[src/rtl/pipelined_shifter.sv]
`default_nettype none
// ============================================================================
// Module   : pipelined_shifter
// Summary  : Parametrised logarithmic shifter, one pipeline stage per
//            shift-amount bit. Supports SRL, SRA, SLL and ROR with a
//            valid/ready handshake on both sides and a global stall.
// Options  : define PIPELINED_SHIFTER_STICKY_EN to add the out_sticky port
//            (OR of all bits discarded by SRL/SRA/SLL).
// Revision : 1.0  initial release
// ============================================================================
module pipelined_shifter #(
  parameter int WIDTH   = 32,
  parameter int SHAMT_W = $clog2(WIDTH)
) (
  input  logic               clk,
  input  logic               rst_n,
  input  logic               in_valid,
  output logic               in_ready,
  input  logic [WIDTH-1:0]   in_data,
  input  logic [SHAMT_W-1:0] in_shamt,
  input  logic [1:0]         in_op,
  output logic               out_valid,
  input  logic               out_ready,
  output logic [WIDTH-1:0]   out_data
`ifdef PIPELINED_SHIFTER_STICKY_EN
  ,
  output logic               out_sticky
`endif
);

  localparam logic [1:0] c_OP_SRL = 2'b00;
  localparam logic [1:0] c_OP_SRA = 2'b01;
  localparam logic [1:0] c_OP_SLL = 2'b10;

  // Elaboration-time sanity checks on the configuration.
  if (WIDTH < 4 || (WIDTH & (WIDTH - 1)) != 0) begin : g_chk_width
    $error("pipelined_shifter: WIDTH must be a power of two and at least 4");
  end
  if (SHAMT_W != $clog2(WIDTH)) begin : g_chk_shamt
    $error("pipelined_shifter: SHAMT_W must equal clog2(WIDTH)");
  end

  // The whole pipeline moves together: either the output slot is empty or it
  // is being drained this cycle. Bubbles are deliberately not collapsed.
  logic w_adv;
  assign w_adv    = !out_valid || out_ready;
  assign in_ready = w_adv;

  genvar gi;
  for (gi = 0; gi < SHAMT_W; gi++) begin : g_stage
    // Distance this stage shifts by, and how many shift-amount bits are
    // still pending at this stage's input (bit 0 of those is ours).
    localparam int SH = 1 << gi;
    localparam int SW = SHAMT_W - gi;

    logic             w_src_valid;
    logic [WIDTH-1:0] w_src_data;
    logic [SW-1:0]    w_src_shamt;
    logic [1:0]       w_src_op;
    logic [WIDTH-1:0] w_shifted;
    logic             r_valid;
    logic [WIDTH-1:0] r_data;
`ifdef PIPELINED_SHIFTER_STICKY_EN
    logic             w_src_sticky;
    logic             w_lost;
    logic             r_sticky;
`endif

    // Stage 0 takes the request port; later stages take the previous stage's
    // register. Already-consumed shift-amount bits are dropped along the way.
    if (gi == 0) begin : g_head
      assign w_src_valid = in_valid;
      assign w_src_data  = in_data;
      assign w_src_shamt = in_shamt;
      assign w_src_op    = in_op;
`ifdef PIPELINED_SHIFTER_STICKY_EN
      assign w_src_sticky = 1'b0;
`endif
    end else begin : g_body
      assign w_src_valid = g_stage[gi-1].r_valid;
      assign w_src_data  = g_stage[gi-1].r_data;
      assign w_src_shamt = g_stage[gi-1].g_carry.r_shamt;
      assign w_src_op    = g_stage[gi-1].g_carry.r_op;
`ifdef PIPELINED_SHIFTER_STICKY_EN
      assign w_src_sticky = g_stage[gi-1].r_sticky;
`endif
    end

    // Conditional shift by SH. For SRA the current MSB is still the
    // operand's original sign bit, because earlier SRA stages only ever
    // replicated it.
    always_comb begin
      w_shifted = w_src_data;
      if (w_src_shamt[0]) begin
        case (w_src_op)
          c_OP_SRL: w_shifted = {{SH{1'b0}}, w_src_data[WIDTH-1:SH]};
          c_OP_SRA: w_shifted = {{SH{w_src_data[WIDTH-1]}}, w_src_data[WIDTH-1:SH]};
          c_OP_SLL: w_shifted = {w_src_data[WIDTH-SH-1:0], {SH{1'b0}}};
          default:  w_shifted = {w_src_data[SH-1:0], w_src_data[WIDTH-1:SH]};
        endcase
      end
    end

`ifdef PIPELINED_SHIFTER_STICKY_EN
    // Bits this stage pushes off the end of the word; rotate loses nothing.
    always_comb begin
      w_lost = 1'b0;
      if (w_src_shamt[0]) begin
        case (w_src_op)
          c_OP_SRL, c_OP_SRA: w_lost = |w_src_data[SH-1:0];
          c_OP_SLL:           w_lost = |w_src_data[WIDTH-1:WIDTH-SH];
          default:            w_lost = 1'b0;
        endcase
      end
    end

    // Sticky accumulates across stages alongside the data.
    always_ff @(posedge clk or negedge rst_n) begin
      if (!rst_n) begin
        r_sticky <= 1'b0;
      end else if (w_adv) begin
        r_sticky <= w_src_sticky | w_lost;
      end
    end
`endif

    // Stage register for valid and data; holds while the pipeline is stalled.
    always_ff @(posedge clk or negedge rst_n) begin
      if (!rst_n) begin
        r_valid <= 1'b0;
        r_data  <= '0;
      end else if (w_adv) begin
        r_valid <= w_src_valid;
        r_data  <= w_shifted;
      end
    end

    // Control that later stages still need; the final stage has no consumer.
    if (gi < SHAMT_W - 1) begin : g_carry
      logic [SW-2:0] r_shamt;
      logic [1:0]    r_op;

      // Forward the remaining shift-amount bits and the operation.
      always_ff @(posedge clk or negedge rst_n) begin
        if (!rst_n) begin
          r_shamt <= '0;
          r_op    <= 2'b00;
        end else if (w_adv) begin
          r_shamt <= w_src_shamt[SW-1:1];
          r_op    <= w_src_op;
        end
      end
    end
  end

  assign out_valid = g_stage[SHAMT_W-1].r_valid;
  assign out_data  = g_stage[SHAMT_W-1].r_data;
`ifdef PIPELINED_SHIFTER_STICKY_EN
  assign out_sticky = g_stage[SHAMT_W-1].r_sticky;
`endif

endmodule
`default_nettype wire

[config.mk]
export PLATFORM = sky130hd
export DESIGN_NAME = pipelined_shifter
export DESIGN_NICKNAME = d
export VERILOG_FILES = /design/src/rtl/pipelined_shifter.sv
export SDC_FILE = /design/constraint.sdc
export NUM_CORES = 1
export LEC_CHECK = 0
export ABC_AREA = 1
export CORE_ASPECT_RATIO = 1.2
export CORE_MARGIN = 2
export CORE_UTILIZATION = 45
export DETAILED_ROUTE_END_ITERATION = 12
export HOLD_SLACK_MARGIN = 0.12
export PLACE_DENSITY = 0.65
export SYNTH_ARGS = -nofsm -noshare
export SYNTH_HDL_FRONTEND = slang
export SYNTH_SLANG_ARGS = --single-unit
[constraint.sdc]
create_clock -name clk -period 1.7 [get_ports clk]
set_input_delay 0.34 -clock clk [delete_from_list [all_inputs] [get_ports clk]]
set_output_delay 0.34 -clock clk [all_outputs]
set_load 0.02 [all_outputs]
-- After elaboration in Yosys (flattened, before gate mapping)
Cells that the tools add are included.
- eq/ne operators: 10
- muxes and demuxes: 10
- reduce and logical (&&, ||, !) cells: 7
- operator list (kind ; number):
    32-bit case mux with 3 select lines ; 5
    32-bit 2-to-1 mux ; 5
    2-bit by 1-bit == test with 1-bit output (second input constant) ; 5
    2-bit == test (second input constant) ; 5
    2-bit zero test ; 5
    1-bit zero test ; 1
    1-bit logical OR ; 1
- register bits after elaboration: 183
- input bits: 43

-- Logic depth before layout (Yosys ltp)
Gate-level depths: netlist (run 1).
- word-level depth: 3
- depth in mapped cells: 8
- gate-level depth less buffers: 7

-- Worst setup path before layout (run 1)
Ideal clock, no wire load.
- kind: reg2out
- start point: register g_stage[4].r_valid, in the netlist out_valid
- end point: output port in_ready
- arrival: 1.040 ns
- path slack: 0.320 ns
- stages on the path, launching flop included: 5
- cells stage by stage: dfrtp_1 nand2_2 buf_6 buf_4 buf_2
- longest elaborated chain between the ends: 2
- ends and longest elaborated chain (element ; RTL line ; text):
    start: declaration ; 61 ; logic r_valid;
    start signal: assignment ; 133 ; r_valid <= w_src_valid;
    1-bit zero test ; 46 ; assign w_adv = !out_valid || out_ready;
    1-bit logical OR ; 46 ;
    end: declaration ; 18 ; output logic in_ready,
No other way between the ends.

-- Worst setup path after layout (run 1)
Same ends and word-level chain as after synthesis.

==> results of run 1 <==
[per-layer routing]
metal	GRT usage, %	vias to the layer above
met5	0	-
met4	8.17	0
met3	2.62	45
met2	37.8	237
met1	26.8	4579
li1	-	5014
[flip-flops by register name, summed over array words and instances (netlist names)]
name,flops
out_valid,1
g_stage.r_valid,4
g_stage.r_data,128
g_stage.g_carry.r_shamt,10
g_stage.g_carry.r_op,8
out_data,32
[metrics by stage]
| stage | total power (uW) | setup TNS, ps | worst slack, ps | util [%] | instance area [um^2] |
|---|---|---|---|---|---|
| after detailed placement | 19400 | -16110 | -184 | 50.3 | 12000 |
| after floorplan | 15900 | 0 | 320 | - | 10900 |
| final | 23100 | 0 | 64.7 | 52.7 | 12600 |
| after global placement | 19200 | -17140 | -195 | 50.3 | 12000 |
| after global routing | 25100 | 0 | 19.9 | 52.7 | 12600 |
| after CTS | 23200 | 0 | 39.6 | 52.7 | 12600 |
[kinds of logic (layout without fill, tap and decap cells)]
| logic type | Yosys count | count (layout) | synth area share (%) |
|---|---|---|---|
| compound gates | 300 | 300 | 14.7 |
| buf+inv | 359 | 398 | 14.0 |
| flops | 183 | 183 | 42.0 |
| simple gates | 726 | 726 | 29.3 |
[final cells by class]
type | instances | area share [%]
Tap cell | 320 | 3.18
Inverter | 244 | 7.27
Clock inverter | 15 | 1.40
Timing Repair Buffer | 122 | 10.2
Clock buffer | 17 | 3.38
Multi-Input combinational cell | 1026 | 38.2
Sequential cell | 183 | 36.4
[critical path: stages, from the launching register on]
cell and delay (ps):
dfrtp_1 440, nand2_8 90, dlygate4sd2_1 330
[what timing repair did]
| action | CTS | global route |
|---|---|---|
| hold endpoints to repair | 36 | 0 |
| resized for setup | 34 | 0 |
| hold buffers | 1 | 0 |
| buffers inserted | 0 | 0 |
| endpoints found under the setup margin | 34 | 0 |
[placed cells by master (no fill, tap or decap), types with 5 or more instances in the layout]
cell | netlist | final
buf_4 | 13 | 27
nand3_2 | 19 | 19
a21oi_2 | 19 | 19
clkbuf_16 | 0 | 17
o21ai_2 | 8 | 8
and2_1 | 16 | 16
inv_8 | 0 | 6
a21oi_1 | 109 | 109
buf_12 | 0 | 18
o21ai_1 | 17 | 17
clkdlybuf4s50_1 | 0 | 40
inv_1 | 238 | 238
dfrtp_1 | 183 | 183
o21ai_0 | 147 | 147
nor2_1 | 100 | 100
inv_2 | 5 | 5
nand3_1 | 242 | 242
nand2_1 | 347 | 347
dlygate4sd2_1 | 0 | 34
[worst max-delay path by stage]
stage / end / cells past startpoint
5_1_grt: in_ready / 2
3_3_place_gp: in_ready / 4
6_report: in_ready / 2
3_5_place_dp: in_ready / 4
2_1_floorplan: in_ready / 4
4_1_cts: in_ready / 2
[power by group]
part / total (uW) / internal [uW] / leakage [uW] / switching (uW)
registers: 7980 / 6420 / 0.00216 / 1560
clock network: 3990 / 2000 / 0.000295 / 2000
logic: 11100 / 4040 / 0.00406 / 7050
total: 23100 / 12500 / 0.00651 / 10600
==> metrics.csv, run 1 <==
stage,metric,value,unit
clock_tree,# H-tree levels,4,
yosys,sequential area share after synthesis,42.0,%
yosys,"EDFF count, synth",0,
layout,Fillers,2448,
global_route,first-pass GRT wire length,45500,um
floorplanning,Rows,62,
yosys,Cells after Synth,1568,
detailed_routing,DR iter-0 viols,763,
floorplanning,die area,0.0255,mm^2
yosys,asr flop ratio synth,100,%
layout,post-route insts no fill,1927,
global_route,GRT Util Overall,21.4,%
yosys,top-area cell type share of the netlist area,42.0,%
layout,Sequential Area,0.00458,mm^2
setup_path,CP startpoint kind,flop,
sta,fmax,0.612,GHz
yosys,Most used DFF post-synth,dfrtp_1,
yosys,Synth top cells by count,"nand2_1, nand3_1, inv_1",
outcome,status,"finished, final reports clean",
detailed_routing,DRC violations left,0,
yosys,Post-Syn Area per Cell,6.95,um^2
setup_path,crit path DAT,1300,ps
setup_path,crit-path max FO,2,
detailed_routing,final wirelength,26700,um
detailed_routing,DRT antenna net count,0,
layout,ANT cells,0,
clock_tree,TritonCTS Sinks,183,
global_route,total grt overflow,0,
placement,Cells after DPL,1894,
sta,min cycle time layout,1640,ps
clock_tree,worst-case clock buffer depth,2,
layout,multi-input logic area,0.00481,mm^2
detailed_routing,DR WL/cell,13.9,um
setup_path,start point of the critical path,out_valid,
detailed_routing,vias per cell,5.12,
layout,nets,1637,
setup_path,r2r setup slk,170,ps
placement,GPL Wtd Cong,0.852,
detailed_routing,first-pass iteration count of the detailed router,5,
placement,Port Buffer Count,76,
floorplanning,Core ar.,0.0239,mm^2
sta,Worst Tran Pin Value,573,ps
global_route,initial antenna violation count,0,
layout,Syn-to-layout area delta,15.6,%
detailed_routing,met2 wire len,13300,um
detailed_routing,met3 WL,837,um
pwr,Peak VDD IR,0.771,mV
global_route,pin count of the biggest net entering global routing,65,
yosys,main area contributors after synthesis,"dfrtp_1, nand2_1, nand3_1",
clock_tree,Clock Latency Late Sink,440,ps
yosys,post-synthesis cell type count,21,
yosys,Yosys reg bits,183,
yosys,synthesized net count,1611,
yosys,Ys Warns,0,
floorplanning,effective utilization at floorplan,45.6,%
yosys,"count leader, synth",nand2_1,
sta,Slew HR,61.7,%
placement,HPWL Detailed,18600,um
setup_path,crit path kind,flop to primary output,
setup_path,Critical Path End Type,primary output,
layout,layout cells sized above 1,8.21,%
detailed_routing,met1 wire length,11800,um
clock_tree,CTS Buf Count,17,
pwr,Lkg Pwr,0.00651,uW
pwr,pwr dens,1830,mW/mm^2
setup_path,reg-to-reg startpoint,g_stage[1].g_carry.r_op[0],
floorplanning,Die Width,146,um
floorplanning,Die Ht,174,um
clock_tree,CTS tree,built,
sta,Final setup viols,0,
sta,RSZ-0062 raised after global routing,no,
setup_path,r2r worst-path depth,6,
clock_tree,CTS root buf,clkbuf_16,
hold_path,Hold WC Path Type,input pin to asynchronous set/reset pin,
sta,final hold vios,0,
detailed_routing,highest metal used,met4,
sta,Pins Over Slew Limit,0,
run,max-cap violations,0,
setup_path,r2r endpoint,g_stage[2].r_data[0],
yosys,Syn Std Cell Area,0.0109,mm^2
detailed_routing,DR vias,9875,
sta,final worst path period share,96.2,%
global_route,vias in the first global route,9389,
sta,worst hold slack,386,ps
floorplanning,io pins,77,
clock_tree,clk slew on worst S/H paths,80,ps
yosys,cell taking the most area after synthesis,dfrtp_1,
sta,Worst Skew,11.8,ps
setup_path,critical path required time,1360,ps
(Power assumes the default switching activity.)
==> run 2, diff against run 1 <==
--- a/config.mk
+++ b/config.mk
@@ -9,6 +9,7 @@
 export CORE_ASPECT_RATIO = 1.2
 export CORE_MARGIN = 2
 export CORE_UTILIZATION = 45
+export CTS_CLUSTER_DIAMETER = 80
 export DETAILED_ROUTE_END_ITERATION = 12
 export HOLD_SLACK_MARGIN = 0.12
 export PLACE_DENSITY = 0.65
==> results of run 2 <==
The final DEF is identical to that of run 1; final timing and power are the same.
==> run 3, diff against run 2 <==
--- a/config.mk
+++ b/config.mk
@@ -13,6 +13,8 @@
 export DETAILED_ROUTE_END_ITERATION = 12
 export HOLD_SLACK_MARGIN = 0.12
 export PLACE_DENSITY = 0.65
+export SKIP_CTS_REPAIR_TIMING = 1
+export SLEW_MARGIN = 15
 export SYNTH_ARGS = -nofsm -noshare
 export SYNTH_HDL_FRONTEND = slang
 export SYNTH_SLANG_ARGS = --single-unit
==> run 3 against run 2 <==
Compared with the run above:
- flip-flop and latch count unchanged
- routed wire length is 0.12% higher
- clock power about the same
- combinational power is essentially flat
- cell count unchanged
- hold slack about the same
- clock skew barely moved
- via count fell by 0.15%
- die area unchanged
- design area grew 1.0%
- critical path type is now flop to flop
- largest power group unchanged
==> metrics.csv, run 3 (same netlist as run 1, synthesis figures left out) <==
stage,metric,value,unit
outcome,status,"finished, final reports clean",
setup_path,Worst path slowest cell,dfrtp_1,
detailed_routing,DR WL/cell,13.9,um
placement,placed cell area,0.0120,mm^2
global_route,pin count of the biggest net entering global routing,65,
floorplanning,Rows,62,
sta,Worst Skew,11.9,ps
layout,most frequent cells in the layout,"nand2_1, nand3_1, inv_1",
sta,Final setup viols,0,
setup_path,CP most frequent cell,nand2_1,
clock_tree,CTS root buf,clkbuf_16,
clock_tree,CTS Buf Count,17,
clock_tree,CTS tree,built,
sta,final hold vios,0,
pwr,Power Internal,12700,uW
floorplanning,Die Ht,174,um
pwr,Net Sw Power,10600,uW
sta,min cycle time layout,1540,ps
detailed_routing,DR vias,9860,
setup_path,crit path DAT,1870,ps
detailed_routing,final wirelength,26700,um
sta,final worst path period share,90.8,%
placement,Cells after DPL,1894,
layout,post-route insts no fill,1927,
setup_path,critical path required time,2030,ps
sta,Worst Tran Pin Value,567,ps
layout,nets,1637,
clock_tree,Clock Latency Late Sink,440,ps
layout,Final Core Density,53.2,%
floorplanning,io pins,77,
sta,setup ws final,157,ps
placement,Port Buffer Count,76,
placement,GPL Wtd Cong,0.852,
global_route,vias in the first global route,9387,
pwr,Net Sw Frac,45.6,%
placement,HPWL Detailed,18600,um
run,max-cap violations,0,
layout,largest register by flop count,g_stage.r_data,
sta,worst hold slack,385,ps
pwr,Lkg Pwr,0.00682,uW
pwr,Flop pwr share,34.3,%
pwr,Peak VDD IR,0.772,mV
placement,Place WS,-184,ps
global_route,GRT Util Overall,21.4,%
sta,Slew HR,62.1,%
layout,max reg flops,128,
pwr,pwr dens,1830,mW/mm^2
layout,Final Cell Area,0.0127,mm^2
setup_path,CP Cell Sequence,inv_2 > nand2_2 > nand3_1 > o21ai_0 > nand2_1 > nand2_1,
setup_path,Crit path max-delay family,simple AND/OR/NAND/NOR gates,
detailed_routing,DR iter-0 viols,756,
layout,layout cells sized above 1,8.21,%
detailed_routing,first-pass iteration count of the detailed router,5,
layout,ANT cells,0,
setup_path,crit-path max cell delay,460,ps
layout,multi-input logic area,0.00481,mm^2
setup_path,crit-path max FO,28,
floorplanning,Die Width,146,um
pwr,combinational power share,48.5,%
clock_tree,worst-case clock buffer depth,2,
global_route,first-pass GRT wire length,45500,um
setup_path,Critical Path End Type,flop,
layout,Syn-to-layout area delta,16.7,%
detailed_routing,vias per cell,5.12,
layout,Sequential Area,0.00458,mm^2
clock_tree,clk slew on worst S/H paths,70,ps
sta,RSZ-0062 raised after global routing,no,
clock_tree,# H-tree levels,4,
detailed_routing,DRT antenna net count,0,
floorplanning,effective utilization at floorplan,45.6,%
hold_path,Hold WC Path Type,input pin to asynchronous set/reset pin,
layout,"most common cell after layout, fill and taps aside",nand2_1,
layout,Fillers,2428,
detailed_routing,DRC violations left,0,
global_route,initial antenna violation count,0,
sta,Pins Over Slew Limit,0,
setup_path,crit path kind,flop to flop,
clock_tree,TritonCTS Sinks,183,
global_route,total grt overflow,0,
floorplanning,Core ar.,0.0239,mm^2
pwr,Clock power frac,17.2,%
floorplanning,die area,0.0255,mm^2
setup_path,CP startpoint kind,flop,
sta,fmax,0.648,GHz
setup_path,WP buf/inv,1,
## run 3: changes by cell type in the layout (fill, tap and decap cells not counted)
cell            previous run  this run
dlymetal6s2s_1             0        34
dlygate4sd2_1             34         0
## run 3: power by group through the flow
| stage | registers (uW) | clock network (uW) | logic [uW] |
|---|---|---|---|
| 2_1_floorplan | 7970 | 0 | 7910 |
| 6_report | 7970 | 4000 | 11300 |
| 5_1_grt | 8280 | 4280 | 12800 |
| 3_3_place_gp | 8020 | 0 | 11200 |
| 3_5_place_dp | 8090 | 0 | 11300 |
| 4_1_cts | 8010 | 4090 | 11400 |
## run 3: per-stage QoR
| stage | power [uW] | setup TNS, ps |
|---|---|---|
| after CTS | 23500 | -2590 |
| final | 23300 | 0 |
| after global routing | 25300 | 0 |
| after floorplan | 15900 | 0 |
| after detailed placement | 19400 | -16110 |
| after global placement | 19200 | -17140 |
## run 3: layer usage
layer / vias to the layer above / wire (um) / track usage, % / part of all wire, %
li1: 5011 / - / - / -
met1: 4567 / 11800 / 26.9 / 44
met2: 239 / 13300 / 37.8 / 50
met3: 43 / 894 / 2.62 / 3.3
met4: 0 / 725 / 8.17 / 2.7
met5: - / 0 / 0 / 0
## run 3: path summary, 6_finish.rpt
| check | startpoint | end | slack, ps | depth (start not counted) |
|---|---|---|---|---|
| min in group clk | in_shamt[0] | g_stage[0].r_data[30] | 390 | 4 |
| max in group asynchronous | rst_n | g_stage[1].r_data[16] | 630 | 3 |
| min reg2reg | g_stage[3].r_valid | out_valid | 440 | 2 |
| min | rst_n | out_data[0] | 390 | 2 |
| max reg2reg | g_stage[1].g_carry.r_op[0] | g_stage[2].r_data[0] | 160 | 6 |
| max | g_stage[1].g_carry.r_op[0] | g_stage[2].r_data[0] | 160 | 6 |
## run 3: cell type report
cell class              instances  share of cell area, %
repair buffers                122                   11.1
inverters                     244                   7.20
multi-input cells            1026                   37.8
clock buffers                  17                   3.34
clock inverters                15                   1.39
well taps                     320                   3.15
flip-flops and latches        183                   36.0
## run 3: worst reg2reg max path, delay by kind of cell (launching register included)
family / cells / cell delay (ps)
DFF: 1 / 460
and+or+nand+nor: 4 / 690
AOI/OAI and AO/OA: 1 / 110
buffers and inverters: 1 / 190
